## src/rtl/count_burst_sequencer.sv

```systemverilog
// Burst sequencer driving an external loadable up/down counter; keeps a cycle-exact
// shadow of the counter value and tracks the count steps still to issue.
module count_burst_sequencer #(
    parameter int unsigned DATA_WIDTH = 10,
    parameter int unsigned LEN_WIDTH  = 10
) (
    input  logic                  clk,
    input  logic                  RST_n,
    input  logic                  start,
    input  logic [DATA_WIDTH-1:0] base,
    input  logic [LEN_WIDTH-1:0]  len,
    input  logic                  dir,
    input  logic                  fill,
    input  logic                  stall,
    input  logic                  abort,
    output logic                  SET,
    output logic                  LD_n,
    output logic                  CNT_n,
    output logic                  UP_n,
    output logic [DATA_WIDTH-1:0] D,
    output logic [DATA_WIDTH-1:0] shadow,
    output logic [LEN_WIDTH-1:0]  remaining,
    output logic                  busy,
    output logic                  done
);

    typedef enum logic [1:0] {
        IDLE = 2'd0,
        LOAD = 2'd1,
        RUN  = 2'd2,
        DONE = 2'd3
    } state_e;

    state_e                state_q, state_d;
    logic [DATA_WIDTH-1:0] base_q, base_d;
    logic [DATA_WIDTH-1:0] shadow_q, shadow_d;
    logic [LEN_WIDTH-1:0]  len_q, len_d;
    logic [LEN_WIDTH-1:0]  rem_q, rem_d;
    logic                  dir_q, dir_d;
    logic                  fill_q, fill_d;

    // State, capture and shadow registers
    always_ff @(posedge clk or negedge RST_n) begin
        if (!RST_n) begin
            state_q  <= IDLE;
            base_q   <= '0;
            shadow_q <= '0;
            len_q    <= '0;
            rem_q    <= '0;
            dir_q    <= 1'b0;
            fill_q   <= 1'b0;
        end else begin
            state_q  <= state_d;
            base_q   <= base_d;
            shadow_q <= shadow_d;
            len_q    <= len_d;
            rem_q    <= rem_d;
            dir_q    <= dir_d;
            fill_q   <= fill_d;
        end
    end

    // Next state and counter strobes; strobes are combinational so the external
    // counter and the shadow move on the same edge.
    always_comb begin
        state_d  = state_q;
        base_d   = base_q;
        shadow_d = shadow_q;
        len_d    = len_q;
        rem_d    = rem_q;
        dir_d    = dir_q;
        fill_d   = fill_q;
        SET      = 1'b0;
        LD_n     = 1'b1;
        CNT_n    = 1'b1;

        unique case (state_q)
            IDLE: begin
                if (start) begin
                    base_d  = base;
                    len_d   = len;
                    dir_d   = dir;
                    fill_d  = fill;
                    state_d = (len != '0) ? LOAD : DONE;
                end
            end
            LOAD: begin
                if (abort) begin
                    state_d = IDLE;
                end else begin
                    if (fill_q) begin
                        SET      = 1'b1;
                        shadow_d = '1;
                    end else begin
                        LD_n     = 1'b0;
                        shadow_d = base_q;
                    end
                    rem_d   = len_q;
                    state_d = RUN;
                end
            end
            RUN: begin
                if (abort) begin
                    state_d = IDLE;
                end else if (!stall) begin
                    CNT_n    = 1'b0;
                    shadow_d = dir_q ? shadow_q - DATA_WIDTH'(1) : shadow_q + DATA_WIDTH'(1);
                    rem_d    = rem_q - LEN_WIDTH'(1);
                    if (rem_q == LEN_WIDTH'(1)) begin
                        state_d = DONE;
                    end
                end
            end
            DONE: begin
                state_d = IDLE;
            end
            default: begin
                state_d = IDLE;
            end
        endcase
    end

    assign UP_n      = dir_q;
    assign D         = base_q;
    assign shadow    = shadow_q;
    assign remaining = rem_q;
    assign busy      = (state_q == LOAD) || (state_q == RUN);
    assign done      = (state_q == DONE);

endmodule
```

## config.mk

```make
export PLATFORM = sky130hd
export DESIGN_NAME = count_burst_sequencer
export DESIGN_NICKNAME = d
export VERILOG_FILES = /design/src/rtl/count_burst_sequencer.sv
export SDC_FILE = /design/constraint.sdc
export NUM_CORES = 1
export LEC_CHECK = 0
export ABC_AREA = 1
export BUFFER_PORTS_ARGS = -buffer_cell sky130_fd_sc_hd__buf_4
export CORE_MARGIN = 3
export CORE_UTILIZATION = 49
export CTS_CLUSTER_DIAMETER = 40
export DETAILED_ROUTE_END_ITERATION = 8
export PLACE_DENSITY_LB_ADDON = 0.08
export SETUP_SLACK_MARGIN = 0.1
export SLEW_MARGIN = 40
export SYNTH_ARGS = -nofsm -noshare
export SYNTH_HDL_FRONTEND = slang
export SYNTH_SLANG_ARGS = --single-unit
```

## constraint.sdc

```tcl
create_clock -name clk -period 1.7 [get_ports clk]
set_input_delay 0.17 -clock clk [delete_from_list [all_inputs] [get_ports clk]]
set_output_delay 0.17 -clock clk [all_outputs]
set_load 0.03 [all_outputs]
```

==> metrics, run 1 <==
status finished, final reports clean; PD cells 2400 mW/mm²; layout cells sized above 1 0.434; routability cong. 0.932; core area 0.00524 mm²; Synth area leader dfrtp_1; Mapped Area between 0.002 and 0.003 mm²; Max Cap Viol 0; beginning of the critical path UP_n; top post-synthesis cells by area dfrtp_1, nand2_1, ha_1, mux2_2, nor2_1; Worst Hold Path EP D[4]; synthesized instance count between 300 and 400; drt first pass iters 4; Slew @ Worst Pin 0.587 ns; Routed WL between 7000 and 8000 µm; share of synthesized registers carrying an async set or reset 1.00; CTS Buf Count 5; Rel. slew slack 0.608; clock transition at the registers of the reported paths approximately 0.09 ns; Total Nets Final 459; Synth Register Bits 44; Die H roughly 81 µm; clk buf depth 2; most frequent cell after synthesis nand2_1; Commonest cells post-synth nand2_1, dfrtp_1, nor2_1; most used cell along the critical path nand3_2; slowest stage cell, crit path dfrtp_4; clock root buffer clkbuf_8; Clock Latency Late Sink 0.30 ns; I/O pins 63; RSZ-0062 raised after global routing true; std cell rows 26; Fillers 383; Leakage 1.84 nW; Buffers on Ports 62; Clock Sink Count 44; register area share after synthesis 0.403; final setup vio count 0; n_diodes 0; crit path cell chain buf_8, ha_4, nand2_1, nor2_2, nand3_2, nand4_1, nand3_2, a21oi_2; Initial DRC Count about 120; via count roughly 2600; Final Cell Area just under 0.004 mm²; worst ir drop on vdd roughly 1.3 mV; R2R depth 8; Synth Net Count approximately 370; pin count of the biggest net entering global routing 45; CP Max Fanout 6; initial antenna violation count 0; startpoint type of the worst setup path register; area delta synth->final 43.1%; crit-path max cell delay approximately 0.55 ns; post-synth top area share 0.403; vias in the first global route around 2400; setup TNS 0 ns; Data arrival, critical path roughly 1.9 ns; hold path cells 2; Worst R2R Setup Slack 0.03 ns; final critical-path share of the clock period 0.983; gr ovfl total 0; Reg-to-Reg End shadow[9]; Top FF cell, synth dfrtp_1; Max Freq around 600 MHz; placed cell area around 0.0034 mm²; Die Area roughly 0.0065 mm²; skew final ~0.0064 ns; Yosys warning count 0; Starting Density 0.521; Final Critical Period ~1.7 ns; Avg Inst Size Synth between 8 and 9 µm²; final hold vios 0; Setup CP Type register to register; crit end category register; Total Routing Usage GR 0.233; number of enable flip-flop cells after synthesis 0; dpl ws -0.0296 ns; Yosys cell types 35; hold crit path type input port to register; die width approximately 81 µm; htree depth 2; hold wc startpoint base[4]; Worst Path Required approximately 1.9 ns; Final WS setup about 0.028 ns; r2r startpoint UP_n; Routed Antenna Nets 0; wire per inst ~15 µm; CTS tree done; global-route wire length before repair 11800 µm; Pins Over Slew Limit 0; DRC 0; dpl hpwl ~5100 µm; vias per inst approximately 5.3
-- registers in the layout, summed over array words and instances, names as in the netlist --
register	count
D	10
len_q	10
remaining	10
shadow	10
state_q	2
UP_n	1
fill_q	1
-- cells by family after synthesis --
logic type,Yosys count,share of synthesized area
AOI/OAI and AO/OA,56,0.144
muxes,13,0.0536
buffers and inverters,44,0.0757
and+or+nand+nor,146,0.232
DFF,44,0.403
adders and majority gates,16,0.0761
xor gates and xnor gates,5,0.0160
-- what timing repair did --
item / 4_1_cts / 5_1_grt
setup endpoints to repair: 18 / 31
setup buffers: 7 / 10
hold endpoints to repair: 44 / 0
hold buffers: 1 / 0
pin swaps: 6 / 15
resized for setup: 34 / 40
-- critical path: cells and delay by family (launching register included) --
family          cells  cell delay, ns
compound gates      1            0.13
flops               1            0.55
fa+ha+maj           1            0.30
simple gates        5            0.46
buf+inv             1            0.16
-- cell usage in the layout, fill, tap and decap left out, types with 3 or more instances in the layout --
cell type / instances
nand3_1: 16
nor2_4: 4
buf_4: 81
inv_2: 9
xor2_1: 4
nand2_1: 72
inv_1: 23
dfrtp_1: 42
o21ai_1: 11
nand4_1: 5
a21oi_2: 7
ha_1: 4
o21ai_2: 3
nor2_1: 25
nand2_2: 6
a21oi_1: 11
clkbuf_8: 5
o22ai_2: 3
ha_4: 9
mux2_2: 11
buf_6: 11
o21ai_0: 11
nor2_2: 4
nand3_2: 6
-- cell type report --
cell class              instances  area, µm²  area share
clock inverters                 3       42.5      0.0109
inverters                      33        136      0.0349
well taps                      70       87.6      0.0224
repair buffers                 96        792       0.203
clock buffers                   5       68.8      0.0176
multi-input cells             236       1670       0.428
flip-flops and latches         44       1110       0.283
-- power breakdown --
group | switching, W | leakage, nW | total (W) | internal (W)
Clock | 0.000384 | 0.0541 | 0.000820 | 0.000435
Combinational | 0.00362 | 1.27 | 0.00644 | 0.00282
Sequential | 0.000534 | 0.517 | 0.00210 | 0.00157
Total | 0.00454 | 1.84 | 0.00936 | 0.00482
-- how the worst max path moves through the flow --
stage                            to  slack (ns)  cells past startpoint
final                     shadow[9]        0.03                      8
after global routing      shadow[9]       -0.09                      8
after CTS                 shadow[9]        0.04                     11
after detailed placement  shadow[6]       -0.03                      7
after global placement    shadow[6]        0.03                      7
after floorplan           shadow[8]        0.07                      7
-- metal layers --
metal / up-vias / share of wire / global-route usage
met2: 85 / 0.47 / 0.365
met1: 1219 / 0.46 / 0.337
met5: - / 0 / 0
li1: 1259 / - / -
met3: 6 / 0.054 / 0.0370
met4: 0 / 0.011 / 0.0557
-- stage by stage --
stage          total power, W  cells  utilization  hold slack [ns]
3_5_place_dp          0.00725    461        0.643            0.209
6_report              0.00936    487        0.745           0.0852
2_1_floorplan         0.00568    324            -           -0.126
3_3_place_gp          0.00717    461        0.643            0.209
4_1_cts               0.00877    477        0.707           0.0770
5_1_grt                0.0101    487        0.745           0.0810
(Power assumes the default switching activity.)
==> inputs of run 2 (changes only) <==
--- a/config.mk
+++ b/config.mk
@@ -12,7 +12,7 @@
 export CTS_CLUSTER_DIAMETER = 40
 export DETAILED_ROUTE_END_ITERATION = 8
 export PLACE_DENSITY_LB_ADDON = 0.08
-export SETUP_SLACK_MARGIN = 0.1
+export SETUP_SLACK_MARGIN = 0.05
 export SLEW_MARGIN = 40
 export SYNTH_ARGS = -nofsm -noshare
 export SYNTH_HDL_FRONTEND = slang
==> run 2 against run 1 <==
Effect of this change: setup slack improved by 0.047 ns; wire length decreased by 3.2%; critical path depth increased by 1; fmax increased by 2.9%; final cell count decreased by 0.41%; critical endpoint is now shadow[5]; register-to-register slack improved by 0.05 ns; flip-flop and latch count unchanged; largest power group unchanged; non-clock buffer count decreased by 2; largest cell class unchanged; clock power decreased by 15%; power decreased by 5.1%.
==> metrics, run 2 (same netlist as run 1, synthesis figures left out) <==
Max Freq roughly 620 MHz; via count 2514; leading cell type in the layout, fill and taps excluded buf_4; most frequent cells in the layout buf_4, nand2_1, dfrtp_1; Die H around 81 µm; R2R depth 9; initial antenna violation count 0; wire per inst roughly 15 µm; Total Routing Usage GR 0.224; setup TNS 0 ns; Worst R2R Setup Slack between 0.07 and 0.08 ns; Leakage between 1.5 and 2 nW; Clock Sink Count 44; Initial DRC Count 151; Clock Latency Late Sink around 0.3 ns; n_diodes 0; core area roughly 0.0052 mm²; Pins Over Slew Limit 0; Rel. slew slack 0.615; PD cells ~2300 mW/mm²; I/O pins 63; Worst Path Required about 1.9 ns; area delta synth->final 38.7%; CTS Buf Count 5; gr ovfl total 0; Clock power frac 0.079; layout cells sized above 1 0.398; Starting Density 0.521; fin util 0.723; Routed Antenna Nets 0; Reg-to-Reg End shadow[5]; clk buf depth 2; placed cells roughly 460; startpoint type of the worst setup path register; Flop pwr share 0.232; Total Nets Final approximately 460; dpl hpwl about 5000 µm; hold wc startpoint base[4]; Data arrival, critical path 1.82 ns; RSZ-0062 raised after global routing true; Final Critical Period 1.63 ns; vias in the first global route 2362; Sw Ratio 0.491; final setup vio count 0; hold crit path type input port to register; Non-Filler Instances slightly below 500; htree depth 2; skew final between 0.009 and 0.01 ns; worst ir drop on vdd approximately 1.3 mV; Fillers 413; clock root buffer clkbuf_8; Slew @ Worst Pin a little under 0.6 ns; r2r startpoint UP_n; DRC 0; Buffers on Ports 62; die width ~81 µm; routability cong. 0.896; final hold vios 0; CP Max Fanout 5; CTS tree done; Internal 0.00452 W; Psw between 0.004 and 0.005 W; Max Cap Viol 0; clock transition at the registers of the reported paths ~0.090 ns; Die Area 0.00650 mm²; pin count of the biggest net entering global routing between 40 and 50; vias per inst ~5.2; std cell rows 26; Setup CP Type register to register; final critical-path share of the clock period 0.956; drt first pass iters 4; Tot Pwr approximately 0.0089 W; Routed WL ~7000 µm; hold path cells 2; global-route wire length before repair about 11000 µm; Logic pwr share 0.689; Worst Hold Path EP D[4]; crit end category register; status finished, final reports clean
## run 2: layout make-up
cell class                      count  area (µm²)  area share
Inverter                           33         131      0.0347
Clock buffer                        6        82.6      0.0218
Clock inverter                      2        15.0     0.00397
Timing Repair Buffer               94         739       0.195
Multi-Input combinational cell    236        1630       0.430
Sequential cell                    44        1100       0.291
Tap cell                           70        87.6      0.0231
## run 2: per-stage QoR
stage          worst slack [ns]  hold WS [ns]  instance area, µm²
2_1_floorplan            0.0200        -0.126                2730
3_3_place_gp            -0.0406         0.206                3340
3_5_place_dp            -0.0215         0.207                3340
4_1_cts                 0.00123        0.0850                3610
5_1_grt                 -0.0417        0.0781                3790
6_report                 0.0749        0.0919                3790
## run 2: worst max path at each step
stage | from | end | slack (ns) | cells past startpoint
after global routing | UP_n | shadow[9] | -0.04 | 11
after global placement | UP_n | shadow[6] | -0.04 | 7
after CTS | state_q[0] | CNT_n | 0.001 | 7
final | UP_n | shadow[5] | 0.07 | 9
after floorplan | UP_n | shadow[7] | 0.02 | 9
after detailed placement | UP_n | shadow[6] | -0.02 | 7
## run 2: metal layers
metal / vias to the layer above / track usage / routed length [µm]
met5: - / 0 / 0
met4: 0 / 0.0524 / 81
met3: 8 / 0.0448 / 450
met2: 77 / 0.337 / 3210
met1: 1175 / 0.331 / 3320
li1: 1254 / - / -
## run 2: critical path: stages, from the launching register on
cell and delay [ns]:
dfrtp_2 0.45, buf_8 0.16, ha_4 0.30, nand3_1 0.10
nand3_2 0.12, nand2_1 0.08, nand3_1 0.07, nand2_1 0.04
o21ai_0 0.13, nand2_1 0.06
## run 2: repair_timing
item | CTS | global route
hold endpoints to repair | 44 | 0
gates resized for setup | 14 | 33
buffers inserted | 6 | 8
pin swaps | 0 | 8
setup endpoints to repair | 9 | 24
hold buffers | 1 | 0
## run 2: power by group through the flow
stage / Clock [W] / Sequential, W / Combinational [W]
global placement: 0 / 0.00207 / 0.00504
global route: 0.000759 / 0.00213 / 0.00669
CTS: 0.000711 / 0.00203 / 0.00559
finish: 0.000700 / 0.00206 / 0.00612
floorplan: 0 / 0.00265 / 0.00293
detailed placement: 0 / 0.00207 / 0.00510
==> inputs of run 3 (changes only) <==
--- a/config.mk
+++ b/config.mk
@@ -8,7 +8,7 @@
 export ABC_AREA = 1
 export BUFFER_PORTS_ARGS = -buffer_cell sky130_fd_sc_hd__buf_4
 export CORE_MARGIN = 3
-export CORE_UTILIZATION = 49
+export CORE_UTILIZATION = 54
 export CTS_CLUSTER_DIAMETER = 40
 export DETAILED_ROUTE_END_ITERATION = 8
 export PLACE_DENSITY_LB_ADDON = 0.08
==> constraint.sdc (replaced) <==
create_clock -name clk -period 1.85 [get_ports clk]
set_input_delay 0.37 -clock clk [delete_from_list [all_inputs] [get_ports clk]]
set_output_delay 0.37 -clock clk [all_outputs]
set_load 0.03 [all_outputs]
==> run 3 against run 2 <==
Effect of this change: sequential share of layout area grew 1.8 points; die area shrank 8.6%; power shrank 13%; clock skew shrank 0.0026 ns; global-route usage grew 0.82 points; register-to-register slack gained 0.05 ns; worst hold slack lost 0.034 ns; setup slack gained 0.027 ns; largest power group unchanged.
==> metrics, run 3 (same netlist as run 1, synthesis figures left out) <==
status finished, final reports clean; Leakage around 1.7 nW; pin count of the biggest net entering global routing 45; Initial DRC Count approximately 150; Sequential cell area around 0.0011 mm²; DRC 0; Final Cell Area roughly 0.0036 mm²; Total Nets Final 440; Critical path buffers and inverters 2; Reg-to-Reg End shadow[9]; CTS hold repair buffers 0; Fillers roughly 390; dpl hpwl 4830 µm; layout cells sized above 1 0.340; global-route wire length before repair roughly 11000 µm; Worst R2R Setup Slack around 0.12 ns; n_diodes 0; final critical-path share of the clock period 0.945; placed cell area about 0.0033 mm²; r2r startpoint UP_n; CP Max Fanout 4; CTS Buf Count 5; initial antenna violation count 0; std cell rows 25; clock transition at the registers of the reported paths 0.08 ns; Routed Antenna Nets 0; worst ir drop on vdd ~1.4 mV; Routed WL 6600 µm; Final Critical Period 1.75 ns; Setup CP Type register to primary output; htree depth 2; crit end category primary output; leading cell type in the layout, fill and taps excluded nand2_1; Buffers on Ports 62; PD cells ~2200 mW/mm²; Clock Sink Count 44; die width roughly 77 µm; Total Routing Usage GR 0.232; Pins Over Slew Limit 0; I/O pins 63; Tot Pwr approximately 0.0077 W; via count 2435; hold crit path type input port to async pin; slowest stage cell, crit path dfrtp_2; crit path cell chain inv_1, ha_4, nand2_1, nor2_1, buf_4; Rel. slew slack 0.625; core area 0.00482 mm²; Die H a little under 80 µm; RSZ-0062 raised after global routing true; Slew @ Worst Pin 0.563 ns; CTS tree done; skew final 0.00636 ns; startpoint type of the worst setup path register; clk buf depth 2; gr ovfl total 0; Crit path max-delay family flip-flops; Clock Latency Late Sink approximately 0.3 ns; drt first pass iters 5; Starting Density 0.566; crit-path max cell delay approximately 0.45 ns; most frequent cells in the layout nand2_1, buf_4, dfrtp_1; Max Cap Viol 0; routability cong. between 0.8 and 0.9; area delta synth->final 30.7%; final hold vios 0; vias in the first global route between 2000 and 2500; final setup vio count 0; Worst Path Required between 1 and 1.5 ns; Die Area 0.00594 mm²; vias per inst ~5.2; Max Freq approximately 570 MHz; Data arrival, critical path ~1.4 ns; wire per inst 14.2 µm; R2R depth 11; clock root buffer clkbuf_8; footprint of the multi-input gates 0.00153 mm²
==> run 3: changes by cell type in the layout (fill, tap and decap cells not counted), moves of 2 or more <==
cell,delta
inv_1,+3
buf_4,-15
buf_6,-2
ha_1,+3
nand2_1,+4
bufinv_16,+2
ha_4,-4
nand2_2,-4
clkinvlp_4,-2
==> run 3: how the worst max path moves through the flow <==
stage               slack [ns]  cells past startpoint  startpoint   endpoint
floorplan                 0.16                      7        UP_n  shadow[6]
global placement          0.14                      7        UP_n  shadow[6]
detailed placement         0.1                      7  state_q[0]      CNT_n
CTS                       0.04                      5  state_q[1]        SET
global route            -0.005                     11        UP_n  shadow[9]
finish                    0.10                      5  state_q[1]        SET
==> run 3: layout make-up <==
cell class | count | area share
Inverter | 33 | 0.0347
Sequential cell | 44 | 0.309
Clock inverter | 2 | 0.0168
Clock buffer | 5 | 0.0193
Multi-Input combinational cell | 236 | 0.428
Timing Repair Buffer | 77 | 0.168
Tap cell | 67 | 0.0235
==> run 3: what timing repair did <==
item / in CTS / in global routing
pin swaps: 0 / 4
buffers inserted: 3 / 4
resized for setup: 6 / 17
endpoints found under the setup margin: 1 / 10
==> run 3: worst register-to-register path: stages, from the launching register on <==
cell	delay (ns)
dfrtp_2	0.43
buf_12	0.14
ha_1	0.36
nand2_1	0.13
nand2_1	0.06
nand2_1	0.05
nand2_1	0.05
nand2_1	0.08
nand3_1	0.07
nand2_1	0.06
nand3_1	0.08
a21oi_1	0.15
==> run 3: layer usage <==
metal  vias up  part of all wire  global-route usage
met5         -                 0                   0
met4         0             0.017              0.0623
met3        12             0.060              0.0376
met2        74              0.43               0.349
met1      1129              0.49               0.347
li1       1220                 -                   -
==> run 3: metrics by stage <==
step                      setup slack (ns)  std cells   util  hold slack, ns  setup TNS (ns)
after floorplan                      0.163        324      -          0.0744               0
after global placement               0.136        450  0.676           0.402               0
after detailed placement            0.0993        450  0.676           0.404               0
after CTS                           0.0366        460  0.712          0.0764               0
after global routing              -0.00473        464  0.740          0.0867        -0.00473
final                                0.102        464  0.740          0.0580               0
==> run 3: power by group <==
part / internal (W) / switching (W) / total [W] / leakage (nW)
clock network: 0.000532 / 0.000327 / 0.000859 / 0.0642
logic: 0.00200 / 0.00298 / 0.00498 / 1.16
registers: 0.00144 / 0.000437 / 0.00187 / 0.517
